$ cat config.mk
export PLATFORM = sky130hd
export DESIGN_NAME = pmd901_spi_frame_rx_flat
export DESIGN_NICKNAME = d
export VERILOG_FILES = /design/src/rtl/pmd901_spi_frame_rx_if.sv /design/src/rtl/pmd901_spi_frame_rx.sv /design/src/flat_wrapper.sv
export SDC_FILE = /design/constraint.sdc
export NUM_CORES = 1
export LEC_CHECK = 0
export CAP_MARGIN = 30
export CORE_MARGIN = 10
export CORE_UTILIZATION = 54
export DETAILED_ROUTE_END_ITERATION = 12
export PLACE_DENSITY_LB_ADDON = 0.2
export SYNTH_ARGS = -nofsm -noshare
export SYNTH_HDL_FRONTEND = slang
export SYNTH_SLANG_ARGS = --single-unit
$ cat constraint.sdc
create_clock -name clk -period 4.85 [get_ports clk]
set_input_delay 0.97 -clock clk [delete_from_list [all_inputs] [get_ports clk]]
set_output_delay 0.97 -clock clk [all_outputs]
set_load 0.05 [all_outputs]
$ cat src/rtl/pmd901_spi_frame_rx_if.sv
// rtl/pmd901_spi_frame_rx_if.sv - record output port of the PMD901 SPI frame receiver
interface pmd901_spi_frame_rx_if #(
    parameter int DATA_W = 16,
    parameter int CH_W   = 1
);
    logic              out_valid;
    logic              out_ready;
    logic [DATA_W-1:0] out_data;
    logic [CH_W-1:0]   out_ch;
    logic [1:0]        out_event;
    logic [1:0]        out_status;
    logic              out_len_err;

    modport master (
        output out_valid, out_data, out_ch, out_event, out_status, out_len_err,
        input  out_ready
    );

    modport slave (
        input  out_valid, out_data, out_ch, out_event, out_status, out_len_err,
        output out_ready
    );
endinterface

$ cat src/rtl/pmd901_spi_frame_rx.sv
// rtl/pmd901_spi_frame_rx.sv - oversampling PMD901 SPI/park/bend receiver with tagged record FIFO
module pmd901_spi_frame_rx #(
    parameter int DATA_W      = 16,
    parameter int NUM_CH      = 1,
    parameter int FIFO_DEPTH  = 4,
    parameter int SYNC_STAGES = 2,
    parameter int SPI_MODE    = 0
) (
    input  logic                clk,
    input  logic                rst,
    input  logic                sck,
    input  logic                mosi,
    input  logic [NUM_CH-1:0]   csn,
    input  logic [NUM_CH-1:0]   park,
    input  logic [NUM_CH-1:0]   bend,
    pmd901_spi_frame_rx_if.master rec,
    output logic                overflow,
    output logic [7:0]          drop_cnt
);
    localparam int CH_W  = (NUM_CH > 1) ? $clog2(NUM_CH) : 1;
    localparam int PIN_W = 2 + 3 * NUM_CH;
    localparam int PRV_W = PIN_W - 1;
    localparam int CNT_W = $clog2(DATA_W + 2);
    localparam int PTR_W = $clog2(FIFO_DEPTH);
    localparam int ARM_W = $clog2(SYNC_STAGES + 2);
    localparam int REC_W = DATA_W + CH_W + 5;
    localparam logic CPOL        = 1'((SPI_MODE >> 1) & 1);
    localparam bit   SAMPLE_RISE = (SPI_MODE == 0) || (SPI_MODE == 3);
    localparam logic [PIN_W-1:0] PIN_RST = {{(2 * NUM_CH){1'b0}}, {NUM_CH{1'b1}}, 1'b0, CPOL};
    localparam logic [PRV_W-1:0] PRV_RST = {{(2 * NUM_CH){1'b0}}, {NUM_CH{1'b1}}, CPOL};
    localparam logic [CNT_W-1:0] CNT_DW  = CNT_W'(DATA_W);
    localparam logic [CNT_W-1:0] CNT_MAX = CNT_W'(DATA_W + 1);
    localparam logic [ARM_W-1:0] ARM_N   = ARM_W'(SYNC_STAGES + 1);
    localparam logic [1:0] EV_FRAME = 2'd0, EV_POWER = 2'd1, EV_BEND = 2'd2;

    typedef enum logic [1:0] {IDLE, SHIFT, CLOSE} state_t;

    function automatic logic [CH_W-1:0] lowest(input logic [NUM_CH-1:0] v);
        lowest = '0;
        for (int i = NUM_CH - 1; i >= 0; i--)
            if (v[i]) lowest = CH_W'(i);
    endfunction

    logic [PIN_W-1:0] sync_q [SYNC_STAGES];
    logic [PIN_W-1:0] cur;
    logic [PRV_W-1:0] prev_q;
    logic [ARM_W-1:0] arm_cnt;
    logic             armed;

    // mosi has no delayed copy: only its level is ever sampled
    assign cur = sync_q[SYNC_STAGES-1];

    always_ff @(posedge clk or posedge rst) begin
        if (rst) begin
            for (int i = 0; i < SYNC_STAGES; i++) sync_q[i] <= PIN_RST;
            prev_q  <= PRV_RST;
            arm_cnt <= '0;
        end else begin
            sync_q[0] <= {bend, park, csn, mosi, sck};
            for (int i = 1; i < SYNC_STAGES; i++) sync_q[i] <= sync_q[i-1];
            prev_q <= {cur[PIN_W-1:2], cur[0]};
            if (!armed) arm_cnt <= arm_cnt + ARM_W'(1);
        end
    end

    logic              s_sck, s_mosi, p_sck;
    logic [NUM_CH-1:0] s_csn, s_park, s_bend, p_csn, p_park, p_bend;
    logic [NUM_CH-1:0] csn_fall, csn_rise, park_chg, bend_chg;
    logic              sck_edge;

    assign armed    = (arm_cnt == ARM_N);
    assign s_sck    = cur[0];
    assign s_mosi   = cur[1];
    assign s_csn    = cur[2 +: NUM_CH];
    assign s_park   = cur[2 + NUM_CH +: NUM_CH];
    assign s_bend   = cur[2 + 2 * NUM_CH +: NUM_CH];
    assign p_sck    = prev_q[0];
    assign p_csn    = prev_q[1 +: NUM_CH];
    assign p_park   = prev_q[1 + NUM_CH +: NUM_CH];
    assign p_bend   = prev_q[1 + 2 * NUM_CH +: NUM_CH];
    assign sck_edge = armed & (SAMPLE_RISE ? (s_sck & ~p_sck) : (~s_sck & p_sck));
    assign csn_fall = {NUM_CH{armed}} & p_csn & ~s_csn;
    assign csn_rise = {NUM_CH{armed}} & ~p_csn & s_csn;
    assign park_chg = {NUM_CH{armed}} & (s_park ^ p_park);
    assign bend_chg = {NUM_CH{armed}} & (s_bend ^ p_bend) & s_csn;

    state_t            state;
    logic [CH_W-1:0]   act, fall_ch;
    logic [NUM_CH-1:0] act_oh, fall_oh;
    logic [DATA_W-1:0] shreg, fr_data;
    logic [CNT_W-1:0]  bitcnt;
    logic              conflict, fr_err;

    assign fall_ch = lowest(csn_fall);
    assign fall_oh = NUM_CH'(1) << fall_ch;
    assign act_oh  = NUM_CH'(1) << act;

    always_ff @(posedge clk or posedge rst) begin
        if (rst) begin
            state    <= IDLE;
            act      <= '0;
            shreg    <= '0;
            bitcnt   <= '0;
            conflict <= 1'b0;
            fr_data  <= '0;
            fr_err   <= 1'b0;
        end else begin
            case (state)
                IDLE: if (|csn_fall) begin
                    state    <= SHIFT;
                    act      <= fall_ch;
                    conflict <= |(~s_csn & ~fall_oh);
                end
                SHIFT: begin
                    if (sck_edge) begin
                        shreg <= {shreg[DATA_W-2:0], s_mosi};
                        if (bitcnt != CNT_MAX) bitcnt <= bitcnt + CNT_W'(1);
                    end
                    if (|(~s_csn & ~act_oh)) conflict <= 1'b1;
                    if (|(csn_rise & act_oh)) state <= CLOSE;
                end
                CLOSE: begin
                    fr_data  <= shreg;
                    fr_err   <= (bitcnt != CNT_DW) | conflict;
                    state    <= IDLE;
                    shreg    <= '0;
                    bitcnt   <= '0;
                    conflict <= 1'b0;
                end
                default: state <= IDLE;
            endcase
        end
    end

    logic [NUM_CH-1:0] pend_fr, pend_pw, pend_bd, gnt_fr, gnt_pw, gnt_bd;
    logic              push;
    logic [CH_W-1:0]   rec_ch;
    logic [1:0]        rec_ev, rec_st;
    logic [REC_W-1:0]  push_rec;

    // a new edge landing on a flag in its grant cycle re-arms it rather than being lost
    always_ff @(posedge clk or posedge rst) begin
        if (rst) begin
            pend_fr <= '0;
            pend_pw <= '0;
            pend_bd <= '0;
        end else begin
            pend_fr <= (pend_fr & ~gnt_fr) | ((state == CLOSE) ? act_oh : '0);
            pend_pw <= (pend_pw & ~gnt_pw) | park_chg;
            pend_bd <= (pend_bd & ~gnt_bd) | bend_chg;
        end
    end

    always_comb begin
        gnt_fr = '0;
        gnt_pw = '0;
        gnt_bd = '0;
        push   = 1'b0;
        rec_ch = '0;
        rec_ev = EV_FRAME;
        if (|pend_fr) begin
            push   = 1'b1;
            rec_ch = lowest(pend_fr);
            gnt_fr = NUM_CH'(1) << rec_ch;
        end else if (|pend_pw) begin
            push   = 1'b1;
            rec_ch = lowest(pend_pw);
            rec_ev = EV_POWER;
            gnt_pw = NUM_CH'(1) << rec_ch;
        end else if (|pend_bd) begin
            push   = 1'b1;
            rec_ch = lowest(pend_bd);
            rec_ev = EV_BEND;
            gnt_bd = NUM_CH'(1) << rec_ch;
        end
        rec_st   = !s_park[rec_ch] ? 2'd0 : (s_bend[rec_ch] ? 2'd2 : 2'd1);
        push_rec = {(rec_ev == EV_FRAME) ? fr_data : '0, rec_ch, rec_ev, rec_st,
                    (rec_ev == EV_FRAME) & fr_err};
    end

    logic [REC_W-1:0] mem [FIFO_DEPTH];
    logic [PTR_W-1:0] wr_ptr, rd_ptr;
    logic [PTR_W:0]   count;
    logic             pop, full, wr_en, drop;

    assign pop   = (count != '0) & rec.out_ready;
    assign full  = (count == (PTR_W + 1)'(FIFO_DEPTH));
    assign wr_en = push & (~full | pop);
    assign drop  = push & full & ~pop;

    always_ff @(posedge clk or posedge rst) begin
        if (rst) begin
            for (int i = 0; i < FIFO_DEPTH; i++) mem[i] <= '0;
            wr_ptr   <= '0;
            rd_ptr   <= '0;
            count    <= '0;
            overflow <= 1'b0;
            drop_cnt <= '0;
        end else begin
            if (wr_en) begin
                mem[wr_ptr] <= push_rec;
                wr_ptr      <= wr_ptr + PTR_W'(1);
            end
            if (pop) rd_ptr <= rd_ptr + PTR_W'(1);
            if (wr_en && !pop)      count <= count + (PTR_W + 1)'(1);
            else if (!wr_en && pop) count <= count - (PTR_W + 1)'(1);
            overflow <= drop;
            if (drop && drop_cnt != 8'hFF) drop_cnt <= drop_cnt + 8'd1;
        end
    end

    assign rec.out_valid = (count != '0);
    assign {rec.out_data, rec.out_ch, rec.out_event, rec.out_status, rec.out_len_err} = mem[rd_ptr];
endmodule
$ cat src/flat_wrapper.sv
// flat-port wrapper written by rule: the top's interface ports become plain ports
module pmd901_spi_frame_rx_flat 
#(
    parameter int DATA_W      = 16,
    parameter int NUM_CH      = 1,
    parameter int FIFO_DEPTH  = 4,
    parameter int SYNC_STAGES = 2,
    parameter int SPI_MODE    = 0
)
  (clk, rst, sck, mosi, csn, park, bend, overflow, drop_cnt, rec_out_valid, rec_out_data, rec_out_ch, rec_out_event, rec_out_status, rec_out_len_err, rec_out_ready);
  pmd901_spi_frame_rx_if #(.DATA_W(DATA_W)) rec_i ();
  input  logic clk;
  input  logic rst;
  input  logic sck;
  input  logic mosi;
  input  logic [NUM_CH-1:0] csn;
  input  logic [NUM_CH-1:0] park;
  input  logic [NUM_CH-1:0] bend;
  output logic overflow;
  output logic [7:0] drop_cnt;
  output wire logic [$bits(rec_i.out_valid)-1:0] rec_out_valid;
  output wire logic [$bits(rec_i.out_data)-1:0] rec_out_data;
  output wire logic [$bits(rec_i.out_ch)-1:0] rec_out_ch;
  output wire logic [$bits(rec_i.out_event)-1:0] rec_out_event;
  output wire logic [$bits(rec_i.out_status)-1:0] rec_out_status;
  output wire logic [$bits(rec_i.out_len_err)-1:0] rec_out_len_err;
  input wire logic [$bits(rec_i.out_ready)-1:0] rec_out_ready;
  assign rec_out_valid = rec_i.out_valid;
  assign rec_out_data = rec_i.out_data;
  assign rec_out_ch = rec_i.out_ch;
  assign rec_out_event = rec_i.out_event;
  assign rec_out_status = rec_i.out_status;
  assign rec_out_len_err = rec_i.out_len_err;
  assign rec_i.out_ready = rec_out_ready;
  pmd901_spi_frame_rx #(.DATA_W(DATA_W), .NUM_CH(NUM_CH), .FIFO_DEPTH(FIFO_DEPTH), .SYNC_STAGES(SYNC_STAGES), .SPI_MODE(SPI_MODE)) u_core (.clk(clk), .rst(rst), .sck(sck), .mosi(mosi), .csn(csn), .park(park), .bend(bend), .rec(rec_i), .overflow(overflow), .drop_cnt(drop_cnt));
endmodule
Yosys cells after proc, flatten, opt, wreduce, memory -nomap -nowiden
Cells that the tools add are included.
{"block": "totals", "reg_bits": 164, "inputBits": 8, "out_inout_bits": 32, "wordCells": 143}
{"block": "op_classes", "add_sub_neg": 7, "order_cmp": 4, "eq_ne": 11, "n_shift": 3, "n_mux": 45, "bitwise_logic": 35, "n_reduce_logical": 16}
{"op": "$bwmux 88", "n": 1}
{"op": "$mux 22", "n": 3}
{"op": "$bmux 22 s2", "n": 1}
{"op": "$demux 22 s2", "n": 1}
{"op": "$mux 16", "n": 2}
{"op": "$pmux 16 s2", "n": 1}
{"op": "$mux 1", "n": 22}
{"op": "$and 1x1->1", "n": 17}
{"op": "$mux 2", "n": 7}
{"op": "$mux 5", "n": 2}
{"op": "$ne 5x5->1 const B", "n": 2}
{"op": "$pmux 5 s2", "n": 1}
{"op": "$not 1->1", "n": 9}
{"op": "$add 8x1->8 const B", "n": 1}
{"op": "$ne 2x1->1 const B", "n": 4}
{"op": "$ne 8x8->1 const B", "n": 1}
{"op": "$add 2x1->2 const B", "n": 3}
{"op": "$ge 3x3->1 const B", "n": 2}
{"op": "$mux 3", "n": 2}
{"op": "$not 2->3", "n": 2}
{"op": "$reduce_and 3->1", "n": 2}
{"op": "$reduce_bool 3->1", "n": 2}
{"op": "$add 5x1->5 const B", "n": 1}
{"op": "$or 1x1->1", "n": 5}
{"op": "16 further kinds", "n": 27}

Logic depth before layout (Yosys ltp)
Gate-level depths: netlist (run 1).
{"block": "depth", "word_depth": 11, "mapped_depth": 9, "mapped_depth_nobuf": 8}

Least setup slack after synthesis (run 1)
No wires, ideal clock.
{"block": "synth_path", "kind": "input -> register", "from": "in rec_out_ready", "to": "reg u_core.count[1]", "setup_time_ns": 0.125, "arrival_ns": 2.697, "required_time_ns": 4.725, "path_slack_ns": 2.028, "cell_stages": 7, "path_buffers": 1, "path_cell_list": "or4b_4 o31a_4 buf_12 ha_1 inv_1 fa_1 mux2_2"}
{"block": "synth_between", "elab_chain_len": 6, "elab_cells_between_ends": 9, "classes_between": "mux: 1; bitwise: 3; reduce/logical: 5"}
{"item": "start: declaration", "line_no": "flat_wrapper.sv:27", "text": "input wire logic [$bits(rec_i.out_ready)-1:0] rec_out_ready;"}
{"item": "$and 1x1->1 *", "line_no": "pmd901_spi_frame_rx.sv:186", "text": "assign pop = (count != '0) & rec.out_ready;"}
{"item": "$or 1x1->1 *", "line_no": "pmd901_spi_frame_rx.sv:188", "text": "assign wr_en = push & (~full | pop);"}
{"item": "$and 1x1->1 *", "line_no": "pmd901_spi_frame_rx.sv:188"}
{"item": "named net u_core.wr_en", "line_no": "pmd901_spi_frame_rx.sv:184", "text": "logic pop, full, wr_en, drop;"}
{"item": "$logic_not 1->1", "line_no": "pmd901_spi_frame_rx.sv:206", "text": "else if (!wr_en && pop) count <= count - (PTR_W + 1)'(1);"}
{"item": "$logic_and 1x1->1", "line_no": "pmd901_spi_frame_rx.sv:206"}
{"item": "$reduce_bool 2->1 (no line)"}
{"item": "end signal: assignment", "line_no": "pmd901_spi_frame_rx.sv:205", "text": "if (wr_en && !pop) count <= count + (PTR_W + 1)'(1);"}
{"item": "end signal: assignment", "line_no": "pmd901_spi_frame_rx.sv:206"}
{"item": "end: declaration", "line_no": "pmd901_spi_frame_rx.sv:183", "text": "logic [PTR_W:0] count;"}
Mark *: on every way through the listed nets, which the timed path passes. The rest lies on a longest branch.
A chain may end at the register's enable or synchronous reset.

Worst setup path after layout (run 1)
{"block": "layout_path", "from": "reg u_core.rd_ptr[0]", "to": "out rec_out_data[15]"}
{"block": "layout_between", "elab_chain_len": 4}
{"item": "start: declaration", "line_no": "pmd901_spi_frame_rx.sv:182", "text": "logic [PTR_W-1:0] wr_ptr, rd_ptr;"}
{"item": "start signal: assignment", "line_no": "pmd901_spi_frame_rx.sv:204", "text": "if (pop) rd_ptr <= rd_ptr + PTR_W'(1);"}
{"item": "$not 2->3 (implied by the code)", "line_no": "pmd901_spi_frame_rx.sv:213", "text": "assign {rec.out_data, rec.out_ch, rec.out_event, rec.out_status, rec.out_len_err} = mem[rd_ptr];"}
{"item": "$bmux 22 s2", "line_no": "pmd901_spi_frame_rx.sv:213"}
{"item": "$mux 22 (implied by the code) (2 in a row)", "line_no": "pmd901_spi_frame_rx.sv:213"}
{"item": "end: declaration", "line_no": "flat_wrapper.sv:22", "text": "output wire logic [$bits(rec_i.out_data)-1:0] rec_out_data;"}
No other way between the ends. The select of a mux whose other input is x is not followed.

==> results of run 1 <==
## state kept, by name (all words and copies together), names as in the netlist, 2 cells and up
| signal | cells |
|---|---|
| u_core.wr_ptr | 2 |
| u_core.sync_q | 5 |
| u_core.prev_q | 4 |
| u_core.state | 2 |
| u_core.rd_ptr | 2 |
| u_core.drop_cnt | 8 |
| u_core.shreg | 16 |
| u_core.fr_data | 16 |
| u_core.bitcnt | 5 |
| u_core.count | 3 |
| u_core.mem | 84 |
| u_core.arm_cnt | 2 |
| u_core.cur | 5 |
## synth_stat cells (all sizes together) (9+ instances only)
master  number
and2        18
buf         15
clkbuf       9
dfrtp      156
ha          14
inv          9
mux2       104
mux4        21
nand2       30
nand2b      18
o21ai       29
xnor2       12
## metal layers
metal | share of wire, % | global-route usage [%] | vias up
li1 | - | - | 1781
met1 | 47 | 19.75 | 2006
met2 | 49 | 24.07 | 32
met3 | 2.5 | 3.886 | 17
met4 | 1.2 | 5.504 | 0
met5 | 0 | 0 | -
## metrics by stage
step,cells,cell area [sq um]
finish,711,8513
global route,711,8513
floorplan,483,7385
CTS,711,8513
global placement,680,7836
detailed placement,680,7836
## power by group
part,total (mW),internal [mW],leakage [nW],switching [mW]
logic,1.89,0.889,1.62,0.998
registers,1.87,1.63,2.10,0.247
clock network,1.52,1.00,0.328,0.515
## how the worst max path moves through the flow
stage                     start                 to  slack, ns
2_1_floorplan               rst  u_core.arm_cnt[0]       1.87
3_3_place_gp   u_core.rd_ptr[0]   rec_out_event[1]       1.50
3_5_place_dp   u_core.rd_ptr[0]   rec_out_data[15]       1.48
4_1_cts        u_core.rd_ptr[0]   rec_out_data[15]       1.03
5_1_grt        u_core.rd_ptr[0]   rec_out_data[15]       0.95
6_report       u_core.rd_ptr[0]   rec_out_data[15]       1.10
## worst max-delay path: cells and delay by family, from the launching register on
family   cells  cell delay (ns)
flops        1             0.86
mux          1             0.52
buf+inv      2             0.97
## final cells by class
cell class              count  area [sq um]
clock buffers              20         466.7
clock inverters            11         210.2
fillers                   981          4782
inverters                   9         37.54
multi-input cells         291          3126
flip-flops and latches    159          3983
well taps                 176         220.2
repair buffers             45         470.5
## logic make-up after synthesis
kind of cell / Yosys count / synth area share [%]
and+or+nand+nor: 94 / 7.900
buffers and inverters: 33 / 3.746
xor gates and xnor gates: 16 / 1.899
adders and majority gates: 15 / 2.645
other: 1 / 0.05081
muxes: 126 / 26.48
AOI/OAI and AO/OA: 39 / 3.323
DFF: 159 / 53.96
==> key figures, run 1 <==
Status
  – Outcome: finished, final reports clean

Critical path
  – CP Class: flop to primary output
  – R2r worst-path depth: 6
  – Critical R2R Capture: u_core.count[1]
  – Worst-path cell chain: buf_12 -> mux4_2 -> clkdlybuf4s50_1
  – Slowest CP cell: dfrtp_1
  – CP max FO: 13
  – WP data arrival: 2.78 ns
  – Startpoint types: flop
  – Worst path max stage delay: 0.86 ns
  – Reg-to-reg startpoint: u_core.count[0]
  – R2r setup slk: 2.49 ns
  – Crit end category: primary output
  – Worst EP required: 3.88 ns

Global routing
  – Largest net degree at the start of global routing: 69
  – Vias in the first global route: 4,173
  – All-layer global routing usage: 15.17%
  – Initial antenna violation count: 0
  – First-pass GRT wire length: 22.23 mm
  – Grt total ovfl: 0

Synth
  – Distinct cells, synth: 45
  – Post-synth EDFFs: 0
  – Synth area leaders: dfrtp_1 (53%), mux2_4 (16%), mux4_2 (6.4%)
  – Share of the synthesized area in the top cell type: 52.89%
  – Mapped Cells: around 480
  – Cell Area, Synth: 7381 sq um
  – Synth Register Bits: 159
  – Yosys top cell by area: dfrtp_1
  – Yosys warning count: 0
  – Sequential element share of the synthesized area: 53.96%
  – Syn avg cell area: 15.28 sq um
  – Ys async rst share: 100.0%
  – Synth Flop Type: dfrtp_1
  – Mapped Nets: 506

Drt
  – DR WL/cell: 18.41 um
  – 1st-pass router iterations: 5
  – Drt total wl: roughly 13 mm
  – Antenna viol nets, final: 0
  – Vias/cell: 5.395
  – Drt drc: 0
  – Via Count: 3,836
  – Iter 0 DRT Violations: 185

Die
  – Chip Width: 136.9 um
  – Io pins: 40
  – CORE AREA: 13,300 sq um
  – DIE AREA: 18,740 sq um
  – Initial Util: 55.51%
  – Cell Rows: 42
  – Height of the die: around 140 um

STA
  – Final min period: between 3 and 4 ns
  – Worst-Margin Slew: between 0.8 and 0.9 ns
  – RSZ-0062 raised after global routing: false
  – Fin Setup TNS: 0 ns
  – WHS: between 0.3 and 0.4 ns
  – Slew headroom: 41.64%
  – Max Clk Rate: around 270 MHz
  – Final period util: 77.31%
  – Clock Skews: about 0.0063 ns
  – Final setup fails: 0
  – Final Hold Vio Count: 0
  – Setup ws final: 1.100 ns
  – Slew Viols, Final: 0

Placement
  – Dpl ws: 1.485 ns
  – IO Port Bufs: 38
  – RePlAce Congestion: 0.7209
  – Post-DP HPWL: around 8.4 mm

Worst hold path
  – Hold path start: u_core.sync_q[8]
  – Worst Hold Class: flop to flop
  – Worst hold stages: 0
  – Min-Delay Endpoint: u_core.cur[3]

Power
  – Static leakage: 4.043 nW
  – Total chip power: 5.275 mW
  – Pwr Density: 619.7 nW/um^2
  – VDD IR max: between 300 and 400 uV

Clock tree
  – Num Clock Sinks: about 160
  – Post-CTS setup repair buffer count: 0
  – TritonCTS Buffers: 17
  – H-tree Lvls: 4
  – Clock buffer depth: 2
  – Post_cts resized: 0
  – Clock Pin Slew Worst Setup and Hold Paths: roughly 0.06 ns
  – CTS tree: done
  – Clock Latency Late Sink: ~0.42 ns
  – Root Buffer: clkbuf_16
  – Cts hold-fix bufs: 0

Layout
  – Most common cell after layout, fill and taps aside: dfrtp_1
  – Commonest non-fill, non-tap cells in the layout: dfrtp_1 (156), mux2_4 (80), clkdlybuf4s50_1 (38)
  – Final nets: 546
  – Ant. Diodes: 0
  – Final core occ: 64.03%
  – Layout cells sized above 1: between 30% and 40%
  – P&R area growth vs syn: 15.34%

Job
  – Max Cap Viol: 0
Note: power is estimated with default switching activity, not from simulation.
==> run 2: changes to the inputs <==
Settings changed: CORE_UTILIZATION 54 to 55.
Clock period 4.85 ns to 3.9 ns, I/O delays scaled along.
==> run 2 against run 1 <==
Against the previous run: via count grew 1.7%; critical endpoint is now rec_out_len_err; cell area shrank 0.26%; combinational power grew 26%; routed wire length grew 0.56%; non-clock buffer count grew 3; power grew 23%.
==> key figures, run 2 (synthesized netlist as in run 1, its figures left out) <==
Status
  – Outcome: finished, final reports clean

Critical path
  – CP bufs+invs: 2
  – Worst EP required: approximately 3.1 ns
  – Family with the most delay on the worst path: buffers and inverters
  – Worst-path cell chain: buf_12 -> mux4_2 -> clkdlybuf4s50_1
  – Worst path max stage delay: approximately 0.73 ns
  – Slowest CP cell: clkdlybuf4s50_1
  – Startpoint types: flop
  – Crit end category: primary output
  – CP Class: flop to primary output
  – CP max FO: 18
  – WP data arrival: 2.55 ns

STA
  – Final Hold Vio Count: 0
  – Max Clk Rate: 300.4 MHz
  – RSZ-0062 raised after global routing: false
  – Worst-Margin Slew: 0.8573 ns
  – WHS: 0.3490 ns
  – Slew headroom: 42.73%
  – Slew Viols, Final: 0
  – Final period util: 85.36%
  – Final min period: 3.329 ns
  – Final setup fails: 0
  – Clock Skews: roughly 0.0077 ns
  – Fin Setup TNS: 0 ns

Clock tree
  – Root Buffer: clkbuf_16
  – H-tree Lvls: 4
  – Clock buffer depth: 2
  – Clock Pin Slew Worst Setup and Hold Paths: around 0.06 ns
  – TritonCTS Buffers: 17
  – Clock Latency Late Sink: approximately 0.42 ns
  – Cts hold-fix bufs: 0
  – Post-CTS setup repair buffer count: 0
  – Num Clock Sinks: 159
  – Post_cts resized: 0
  – CTS tree: done

Power
  – VDD IR max: 348.3 uV
  – Total chip power: 6.474 mW
  – Pwr Density: 762.5 nW/um^2
  – Static leakage: 4.042 nW

Die
  – Chip Width: 135.8 um
  – Cell Rows: 42
  – DIE AREA: 18,450 sq um
  – Initial Util: 55.96%
  – Io pins: 40
  – CORE AREA: 13,190 sq um
  – Height of the die: roughly 140 um

Job
  – Max Cap Viol: 0

Drt
  – Iter 0 DRT Violations: 182
  – Vias/cell: 5.455
  – DR WL/cell: 18.41 um
  – Antenna viol nets, final: 0
  – Drt total wl: roughly 13 mm
  – 1st-pass router iterations: 4
  – Via Count: 3,900
  – Drt drc: 0

Layout
  – Layout cells sized above 1: 33.58%
  – Max reg flops: 84
  – Commonest non-fill, non-tap cells in the layout: dfrtp_1 (156), mux2_4 (80), clkdlybuf4s50_1 (38)
  – P&R area growth vs syn: 15.04%
  – Top Registers: u_core.mem: 84 flops, u_core.fr_data: 16 flops, u_core.shreg: 16 flops
  – Final nets: 549
  – Ant. Diodes: 0
  – Most common cell after layout, fill and taps aside: dfrtp_1
  – Final Non-Filler Cells: between 700 and 800
  – Most flops, register: u_core.mem

Global routing
  – Largest net degree at the start of global routing: slightly below 60
  – Grt total ovfl: 0
  – Initial antenna violation count: 0
  – All-layer global routing usage: 15.61%
  – First-pass GRT wire length: 22.68 mm
  – Vias in the first global route: ~4,200

Placement
  – RePlAce Congestion: ~0.73
  – Post-DP HPWL: 8.376 mm
  – Placed Instances: between 600 and 700
  – IO Port Bufs: 38

Worst hold path
  – Worst Hold Class: flop to flop
-- run 2: cell types whose count changed in the layout (fill, tap and decap cells not counted), sizes merged --
cell / before / now
clkinv: 3 / 6
buf: 7 / 10
clkbuf: 20 / 21
bufinv: 6 / 4
clkinvlp: 3 / 2
-- run 2: layer usage --
layer  up-vias  track usage, %  part of all wire, %
met4         0           5.742                  1.5
met3        14           3.358                  2.6
li1       1795               -                    -
met1      2050           21.15                   47
met5         -               0                    0
met2        41           24.22                   49
-- run 2: worst paths after layout --
path,startpoint,end,slack [ns],depth (start not counted)
min,u_core.sync_q[5],u_core.cur[0],0.35,0
min reg2reg,u_core.sync_q[5],u_core.cur[0],0.35,0
max,u_core.rd_ptr[0],rec_out_len_err,0.57,3
min in group asynchronous,rst,u_core.drop_cnt[5],0.88,2
max reg2reg,u_core.count[0],u_core.count[1],1.51,6
max in group asynchronous,rst,u_core.mem[56],2.19,3
-- run 2: through the flow --
stage          setup slack, ns  util (%)  instance area [sq um]
2_1_floorplan            1.108         -                   7385
3_3_place_gp            0.8052     59.58                   7859
3_5_place_dp            0.7582     59.58                   7859
4_1_cts                 0.5303     64.37                   8491
5_1_grt                 0.4519     64.37                   8491
6_report                0.5711     64.37                   8491
-- run 2: power breakdown --
group	total (mW)	switching, mW	leakage (nW)	internal (mW)
Clock	1.75	0.635	0.313	1.12
Sequential	2.33	0.309	2.10	2.02
Combinational	2.39	1.27	1.63	1.12
-- run 2: final cells by class --
| class | count | area (sq um) |
|---|---|---|
| clock buffers | 21 | 470.5 |
| clock inverters | 11 | 161.4 |
| fillers | 915 | 4700 |
| inverters | 9 | 37.54 |
| multi-input cells | 291 | 3126 |
| flip-flops and latches | 159 | 3983 |
| well taps | 176 | 220.2 |
| repair buffers | 48 | 493.0 |
